[src/rtl/pc_reg_pkg.sv]
// Shared definitions for the program-counter stage: bus widths,
// ROM port-owner encodings and the default reset/flush fetch addresses.
package pc_reg_pkg;

   localparam int unsigned PC_ADDR_W   = 32;
   localparam int unsigned PC_DATA_W   = 32;
   localparam logic [31:0] PC_RESET_PC = 32'h0000_0000;
   localparam logic [31:0] PC_FLUSH_PC = 32'h0000_0000;

   // 2'b11 is not a named owner and behaves as an instruction fetch.
   typedef enum logic [1:0] {
      PC_ROM_OP_INST  = 2'b00,
      PC_ROM_OP_READ  = 2'b01,
      PC_ROM_OP_WRITE = 2'b10
   } pc_rom_op_e;

   function automatic logic is_data_op(input logic [1:0] op);
      return (op == PC_ROM_OP_READ) || (op == PC_ROM_OP_WRITE);
   endfunction

endpackage

[src/rtl/pc_reg.sv]
// pc_reg: fetch PC and fetch enable for the 5-stage pipeline, with a shared ROM port.
// Define PC_ROM_SHARE_EN to let the MEM stage read/write ROM data through this port.
module pc_reg
   import pc_reg_pkg::*;
#(
   parameter int unsigned       ADDR_W   = PC_ADDR_W,
   parameter int unsigned       DATA_W   = PC_DATA_W,
   parameter logic [ADDR_W-1:0] RESET_PC = ADDR_W'(PC_RESET_PC),
   parameter logic [ADDR_W-1:0] FLUSH_PC = ADDR_W'(PC_FLUSH_PC)
) (
   input  logic              clk,
   input  logic              rst,
   input  logic              flush,
   input  logic [5:0]        stall,
   input  logic              branch_flag_i,
   input  logic [ADDR_W-1:0] branch_target_address_i,
   input  logic [1:0]        rom_op_i,
   input  logic [DATA_W-1:0] rom_wr_data_i,
   input  logic [ADDR_W-1:0] rom_rw_addr_i,
   output logic [ADDR_W-1:0] pc_or_addr,
   output logic              ce,
   output logic              rom_op_o,
   output logic [DATA_W-1:0] wr_data_o
);

   logic              r_ce;
   logic [ADDR_W-1:0] r_pc;
   logic [ADDR_W-1:0] w_pc_next;
   logic              w_data_hold;
   logic              w_unused;

`ifdef PC_ROM_SHARE_EN
   assign w_data_hold = is_data_op(rom_op_i);
   assign w_unused    = ^stall[5:1];
`else
   assign w_data_hold = 1'b0;
   assign w_unused    = ^{stall[5:1], rom_op_i, rom_rw_addr_i, rom_wr_data_i};
`endif

   // A branch that coincides with a stall or data access is dropped; ID re-issues it.
   always_comb begin
      // NOTE: default first so every path assigns w_pc_next and no latch is inferred.
      w_pc_next = r_pc + ADDR_W'(4);
      if (!r_ce)
         w_pc_next = RESET_PC;
      else if (flush)
         w_pc_next = FLUSH_PC;
      else if (stall[0] || w_data_hold)
         w_pc_next = r_pc;
      else if (branch_flag_i)
         w_pc_next = branch_target_address_i;
   end

   always_ff @(posedge clk) begin
      // NOTE: non-blocking assignments so every register samples pre-edge values.
      if (rst) begin
         r_ce <= 1'b0;
         r_pc <= RESET_PC;
      end else begin
         r_ce <= 1'b1;
         r_pc <= w_pc_next;
      end
   end

   assign ce = r_ce;

   always_comb begin
      pc_or_addr = r_pc;
      rom_op_o   = 1'b0;
      wr_data_o  = '0;
      if (!r_ce) begin
         pc_or_addr = '0;
      end else begin
`ifdef PC_ROM_SHARE_EN
         case (rom_op_i)
            PC_ROM_OP_READ:  pc_or_addr = rom_rw_addr_i;
            PC_ROM_OP_WRITE: begin
               pc_or_addr = rom_rw_addr_i;
               rom_op_o   = 1'b1;
               wr_data_o  = rom_wr_data_i;
            end
            default: ;
         endcase
`endif
      end
   end

endmodule

[config.mk]
export PLATFORM = sky130hd
export DESIGN_NAME = pc_reg
export DESIGN_NICKNAME = d
export VERILOG_FILES = /design/src/rtl/pc_reg_pkg.sv /design/src/rtl/pc_reg.sv
export SDC_FILE = /design/constraint.sdc
export NUM_CORES = 1
export LEC_CHECK = 0
export BUFFER_PORTS_ARGS = -buffer_cell sky130_fd_sc_hd__buf_2
export CORE_MARGIN = 5
export CORE_UTILIZATION = 35
export DETAILED_ROUTE_END_ITERATION = 7
export GPL_TIMING_DRIVEN = 0
export PLACE_DENSITY = 0.7
export SYNTH_ARGS = -nofsm -noshare
export SYNTH_HDL_FRONTEND = slang
export SYNTH_SLANG_ARGS = --single-unit
[constraint.sdc]
create_clock -name clk -period 2.6 [get_ports clk]
set_input_delay 0.39 -clock clk [delete_from_list [all_inputs] [get_ports clk]]
set_output_delay 0.39 -clock clk [all_outputs]
set_load 0.01 [all_outputs]
Word level (Yosys, flattened, before mapping)
Index checks and enable logic that the tools add are counted.
{ "word_totals": {"input_bits": 108, "rom_bits": 0, "register_bits": 33, "output_inout_bits": 66, "n_memories": 0, "wordCells": 8, "mem_bits_rw": 0, "latch_bits": 0} }
{ "op_classes": {"order_cmp": 0, "bitwise": 1, "mul": 0, "reduce_logical": 1, "n_div": 0, "n_addsub": 1, "muxes": 3, "n_eq_ne": 0, "n_shift": 0} }
{ "ops": {"columns": ["cell", "count"], "rows": [
  ["$mux 32", 2],
  ["$add 32x3->32 const B", 1],
  ["$reduce_or 3->1", 1],
  ["$mux 1", 1],
  ["$not 1->1", 1]
]} }

Logic depth before layout (Yosys ltp)
Gate-level depths: netlist of run 1.
{ "depth": {"ltp_word": 2, "depth_mapped": 7, "mapped_depth_nobuf": 5} }

Worst setup path after synthesis of run 1
Ideal clock, no wire load.
{ "synth_timing": {"path_type": "reg-to-reg", "startpoint": "register r_pc[4]", "endpoint": "register r_pc[30]", "path_buffers": 2, "slack_ns": 0.765, "setup_ns": 0.119, "required_ns": 2.481, "period_less_slack_ns": 1.835, "path_stages_with_launch": 8, "arrival_time_ns": 1.717, "path_cell_list": "dfxtp_1 and4_1 buf_4 and3_1 buf_6 nand2_4 or4_4 o221a_1"} }
{ "synth_between": {"elab_chain_len": 2} }
{ "synth_rtl": {"columns": ["item", "line", "source"], "rows": [
  ["from (decl)", "pc_reg.sv:27", "logic [ADDR_W-1:0] r_pc;"],
  ["from (signal assigned)", "pc_reg.sv:61", "r_pc <= w_pc_next;"],
  ["$add 32x3->32", "pc_reg.sv:43", "w_pc_next = r_pc + ADDR_W'(4);"],
  ["$mux 32", "pc_reg.sv:50", "else if (branch_flag_i)"]
]} }
Every way passes these cells.
A chain may end at the register's enable or synchronous reset.

Worst setup path after layout of run 1
{ "layout_timing": {"startpoint": "register r_pc[2]", "endpoint": "register r_pc[29]"} }
Same word-level chain as after synthesis.

==> out/results.ini, run 1 <==
[global_route]
grt_first_pass_wirelength_um=12300
track_usage=0.176
use_met2=0.283
grt_busiest_layer=met2
antenna_found_initial=0
grt_use_met1=0.226
grt.overflow.total=0
grt_pass1_vias=2444
grt_start_max_net_pins=12
grt_use_met3=0.0529

[worst_setup_path]
crit_type=register to register
worstPathCellList=and2_1 -> clkbuf_1 -> nand4_1 -> nor4_1 -> mux2i_1 -> o22ai_1
path_buf_inv=1
path_max_fanout=8
rrSetupSlack_ns=0.43
startpoint_type=register
rr_worst_depth=6
cp_top_family=simple AND/OR/NAND/NOR gates
cp_data_required_time_ns=2.75
cp_data_arrival_time_ns=2.32
crit-reg2reg-capture=r_pc[29]
reg2reg_from=r_pc[2]
cp_slowest_cell=nor4_1
critPathMaxStageDelay_ns=0.50
cp-end-kind=register

[cts]
cts_setup_buffers=0
cts_tree=done
clock_path_buffers=2
numCtsBuffers=5
cts-resized-gates=0
insertion_delay_ns=0.30
clk_pin_slew_ns=0.08
cts_max_level=2
cts.sinks=33
root_buffer=clkbuf_8
ctsHoldBuffers=0

[timing]
relSlewSlack=0.544
rsz0062_at_grt=no
worstMarginPinSlew_ns=0.681
hold_viol=0
tns_ns=0
slew_violations=0
finalClockSkew_ns=0.0119
min_period_ns=2.17
fin_crit_sh=0.834
max_freq_mhz=461
whs_ns=0.261
setup_viol=0

[hold_path]
hold_path.class=primary input to register
hold_end=ce
worstHoldStart=rst
whs_path_depth=2

[final_layout]
drive_above_1_share=0.263
n_antenna_cell=0
final_common_cell=buf_2
syn2layout_area_growth_pct=29.0
mostFrequentLayoutCells=70 x buf_2, 34 x and2_1, 34 x buf_4, 33 x conb_1, 33 x dfxtp_1
fin_nets=557

[floorplanning]
num_io_pins=174
die-area_um2=8820
core-area_um2=6830
start_util=0.361
placementRows=30
fp.dieW_um=93.9
die_y_um=93.9

[route]
dr.pass1.iters=6
ant_nets=0
drt-total-wl_um=8070
routed_via_density=5.08
wl_per_cell_um=14.8
drtIter0Drc=336
drc=0
vias=2771

[yosys]
yosysSeqAreaShare=0.268
yosysUniqueCellTypes=47
yosysWarnings=0
ys_ff_latch=33
avgSynthCellArea_um2=7.23
netlist_area_um2=2460
async_flop_share=0
synth_edf_count=0
syn_inst=341
ys.flop_type=dfxtp_1

[pwr]
power.leakage_uw=0.00140
vdd_drop_max_uv=219
p_per_area_nw_per_um2=410

[job]
drv_cap=0

[place]
dp_hpwl_um=6140
portBuffers=68
gp_congestion=0.954

[run_status]
outcome=finished, final reports clean

[cells in the mapped netlist (2+ instances only)]
| library cell | instances | share of area |
|---|---|---|
| and2_1 | 34 | 0.086 |
| buf_4 | 34 | 0.10 |
| dfxtp_1 | 33 | 0.27 |
| nor2_1 | 30 | 0.046 |
| a21oi_1 | 28 | 0.057 |
| nand2_1 | 27 | 0.041 |
| clkbuf_1 | 23 | 0.035 |
| o21ai_0 | 15 | 0.030 |
| nand3_1 | 10 | 0.020 |
| nor3_1 | 10 | 0.020 |
| nand4_1 | 9 | 0.023 |
| nor4_1 | 9 | 0.023 |
| a22oi_1 | 8 | 0.024 |
| a31oi_1 | 7 | 0.018 |
| mux2i_1 | 7 | 0.028 |
| inv_1 | 6 | 0.0091 |
| o31ai_1 | 5 | 0.015 |
| o211ai_1 | 4 | 0.012 |
| and3_1 | 3 | 0.0076 |
| and4_1 | 3 | 0.011 |
| nor2b_1 | 3 | 0.0076 |
| or4_1 | 3 | 0.0091 |
| a222oi_1 | 2 | 0.0081 |
| a32oi_1 | 2 | 0.0071 |
| buf_2 | 2 | 0.0041 |
| o221a_1 | 2 | 0.0091 |
| or2_2 | 2 | 0.0051 |
[sequential cells by signal (all words and copies together) (netlist names)]
| register | cells |
|---|---|
| ce | 1 |
| r_pc | 32 |
[report_power, final]
group | leakage [uW] | internal (uW) | total (uW) | switching (uW)
clock network | 0.0000681 | 381 | 585 | 204
registers | 0.000267 | 513 | 523 | 9.83
logic | 0.00106 | 83.2 | 197 | 114
total | 0.00140 | 977 | 1300 | 327
[worst register-to-register path, stage by stage (launching register included)]
cell	delay, ns
dfxtp_1	0.39
and2_1	0.14
clkbuf_1	0.28
nand4_1	0.36
nor4_1	0.50
mux2i_1	0.26
o22ai_1	0.09
[metrics by stage]
stage | util | power (uW) | std cells | instance area (um^2) | setup WS [ns]
after CTS | 0.465 | 1300 | 545 | 3180 | 0.473
after floorplan | - | 663 | 373 | 2580 | 0.765
final | 0.465 | 1300 | 545 | 3180 | 0.432
after global routing | 0.465 | 1370 | 545 | 3180 | 0.289
after global placement | 0.446 | 724 | 537 | 3050 | 0.526
after detailed placement | 0.446 | 727 | 537 | 3050 | 0.499
[per-layer routing]
layer / up-vias / share of wire / wire, um
met5: - / 0 / 0
met4: 0 / 0.020 / 164
met3: 12 / 0.096 / 774
met2: 153 / 0.45 / 3620
met1: 1241 / 0.43 / 3500
li1: 1365 / - / -
[final cells by class]
class	instances	area (um^2)
buffer	60	363
clock buffer	5	68.8
tap	96	120
timing repair buffer	68	340
inverter	6	22.5
fill	716	3650
clock inverter	3	65.1
sequential	33	661
multi-input combinational	274	1540
[kinds of logic after synthesis]
group,Yosys count,synth area share
buffers and inverters,66,0.156
muxes,7,0.0284
and+or+nand+nor,149,0.320
xor gates and xnor gates,1,0.00355
AOI/OAI and AO/OA,83,0.217
adders and majority gates,1,0.00508
DFF,33,0.268
other,1,0.00152
[worst max-delay path by stage]
stage	start	to	slack, ns	depth (start not counted)
final	r_pc[2]	r_pc[29]	0.43	6
after global routing	r_pc[9]	r_pc[31]	0.29	6
after CTS	r_pc[2]	r_pc[29]	0.47	6
after detailed placement	r_pc[2]	r_pc[29]	0.50	6
after global placement	stall[0]	r_pc[18]	0.53	7
after floorplan	r_pc[4]	r_pc[30]	0.76	7
Note: power is estimated with default switching activity, not from simulation.
==> run 2: changes to the inputs <==
- PLACE_DENSITY: 0.7 -> 0.73
- clock period: 2.6 -> 1.8 ns (I/O delays scaled with it)
==> run 2 against run 1 <==
Effect of this change: maximum frequency is 23% higher; non-clock buffer count increased by 15; worst hold slack got worse by 0.12 ns; clock skew shrank 0.0014 ns; first-iteration DRC count up 17%; critical path type unchanged; critical endpoint is now r_pc[26]; highest routed layer unchanged.
==> out/results.ini, run 2 (synthesized netlist as in run 1, its figures left out) <==
[cts]
cts.sinks=33  ; unchanged
root_buffer=clkbuf_8
clock_path_buffers=2  ; unchanged
numCtsBuffers=5  ; unchanged
ctsHoldBuffers=0  ; unchanged
insertion_delay_ns=0.29  ; about the same
cts_max_level=2  ; unchanged
cts_tree=done
clk_pin_slew_ns=0.07  ; about the same

[floorplanning]
fp.dieW_um=93.9  ; unchanged
die-area_um2=8820  ; unchanged
die_y_um=93.9  ; unchanged
core-area_um2=6830  ; unchanged
start_util=0.361  ; unchanged
placementRows=30  ; unchanged
num_io_pins=174  ; unchanged

[timing]
rsz0062_at_grt=yes
min_period_ns=1.77  ; -0.403 ns
relSlewSlack=0.559  ; +0.0143
fin_crit_sh=0.981  ; +0.147
max_freq_mhz=566  ; +23%
finalClockSkew_ns=0.0105  ; -0.00142 ns
hold_viol=0  ; unchanged
worstMarginPinSlew_ns=0.659  ; -0.0214 ns
setup_viol=0  ; unchanged
slew_violations=0  ; unchanged
tns_ns=0  ; unchanged

[route]
dr.pass1.iters=5  ; -1
vias=2945  ; +6.3%
routed_via_density=5.26  ; +3.4%
drtIter0Drc=393  ; +17%
drt-total-wl_um=8460  ; +4.9%
wl_per_cell_um=15.1  ; +2.1%
ant_nets=0  ; unchanged
drc=0  ; unchanged

[worst_setup_path]
reg2reg_from=r_pc[18]
cp_data_arrival_time_ns=1.95  ; -0.37 ns
crit_type=register to register
setup.worst_path.end=r_pc[26]
cp-end-kind=register
crit-reg2reg-capture=r_pc[26]
startpoint=r_pc[18]
rr_worst_depth=4  ; -2
cp_data_required_time_ns=1.98  ; -0.77 ns
startpoint_type=register
rrSetupSlack_ns=0.03  ; -0.40 ns
path_max_fanout=6  ; -2

[global_route]
grt.overflow.total=0  ; unchanged
grt_first_pass_wirelength_um=13100  ; +6.4%
track_usage=0.186  ; +0.0103
antenna_found_initial=0  ; unchanged
grt_pass1_vias=2772  ; +13%
grt_start_max_net_pins=12  ; unchanged

[run_status]
outcome=finished, final reports clean

[final_layout]
syn2layout_area_growth_pct=39.3
n_antenna_cell=0  ; unchanged
mostFrequentLayoutCells=68 x buf_2, 50 x buf_4, 33 x and2_1, 33 x conb_1, 30 x nor2_1
largest_reg_flops=32  ; unchanged
drive_above_1_share=0.366  ; +0.104
final_common_cell=buf_2
fin_nets=572  ; +2.7%
registers.top_by_ff_count=r_pc

[place]
dp_hpwl_um=6100  ; -0.71%
portBuffers=68  ; unchanged
gp_congestion=0.935  ; -2.0%

[pwr]
p_per_area_nw_per_um2=466  ; +14%
power.leakage_uw=0.00154  ; +10%
p_total_uw=1600  ; +23%
vdd_drop_max_uv=227  ; +3.6%

[hold_path]
worstHoldStart=rst
hold_path.class=primary input to register

[job]
drv_cap=0  ; unchanged

==> run 2: worst max-delay path, stage by stage (launching register included) <==
cell and delay, ns:
dfxtp_2 0.41, nand4_1 0.17, or2_4 0.32, or4_4 0.52, o221a_1 0.24
==> run 2: power breakdown <==
group | total [uW] | leakage, uW | internal (uW) | switching (uW)
sequential | 752 | 0.000277 | 735 | 16.3
clock | 558 | 0.0000439 | 267 | 292
combinational | 289 | 0.00122 | 124 | 165
total | 1600 | 0.00154 | 1130 | 473
==> run 2: final cells by class <==
| class | instances | area [um^2] |
|---|---|---|
| Clock buffer | 5 | 68.8 |
| Tap cell | 96 | 120 |
| Fill cell | 693 | 3400 |
| Sequential cell | 33 | 696 |
| Multi-Input combinational cell | 274 | 1650 |
| Clock inverter | 3 | 17.5 |
| Inverter | 6 | 22.5 |
| Buffer | 56 | 357 |
| Timing Repair Buffer | 87 | 499 |
==> run 2: per-stage QoR <==
step / cell area (um^2) / setup slack (ns) / instances / util / hold WS, ns
finish: 3430 / 0.0342 / 560 / 0.503 / 0.140
global route: 3430 / -0.0168 / 560 / 0.503 / 0.150
CTS: 3330 / -0.00149 / 556 / 0.487 / 0.141
detailed placement: 3050 / -0.283 / 537 / 0.446 / 0.444
global placement: 3050 / -0.232 / 537 / 0.446 / 0.437
floorplan: 2590 / 0.00412 / 373 / - / 0.327
==> run 2: timing repair <==
| action | CTS | global route |
|---|---|---|
| resized for setup | 29 | 31 |
| hold endpoints to repair | 0 | 0 |
| setup buffers | 13 | 6 |
| endpoints found under the setup margin | 13 | 21 |
| pin swaps | 2 | 12 |
==> run 2: metal layers <==
metal,share of wire,routed length (um),GRT usage
met2,0.46,3880,0.312
met5,0,0,0
met4,0.022,185,0.0686
met3,0.10,852,0.0409
met1,0.42,3550,0.233
==> run 2: how the worst min path moves through the flow <==
stage | endpoint | slack [ns] | cells past startpoint
5_1_grt | ce | 0.15 | 2
3_3_place_gp | r_pc[1] | 0.44 | 2
2_1_floorplan | ce | 0.33 | 1
3_5_place_dp | ce | 0.44 | 2
6_report | ce | 0.14 | 2
4_1_cts | ce | 0.14 | 2
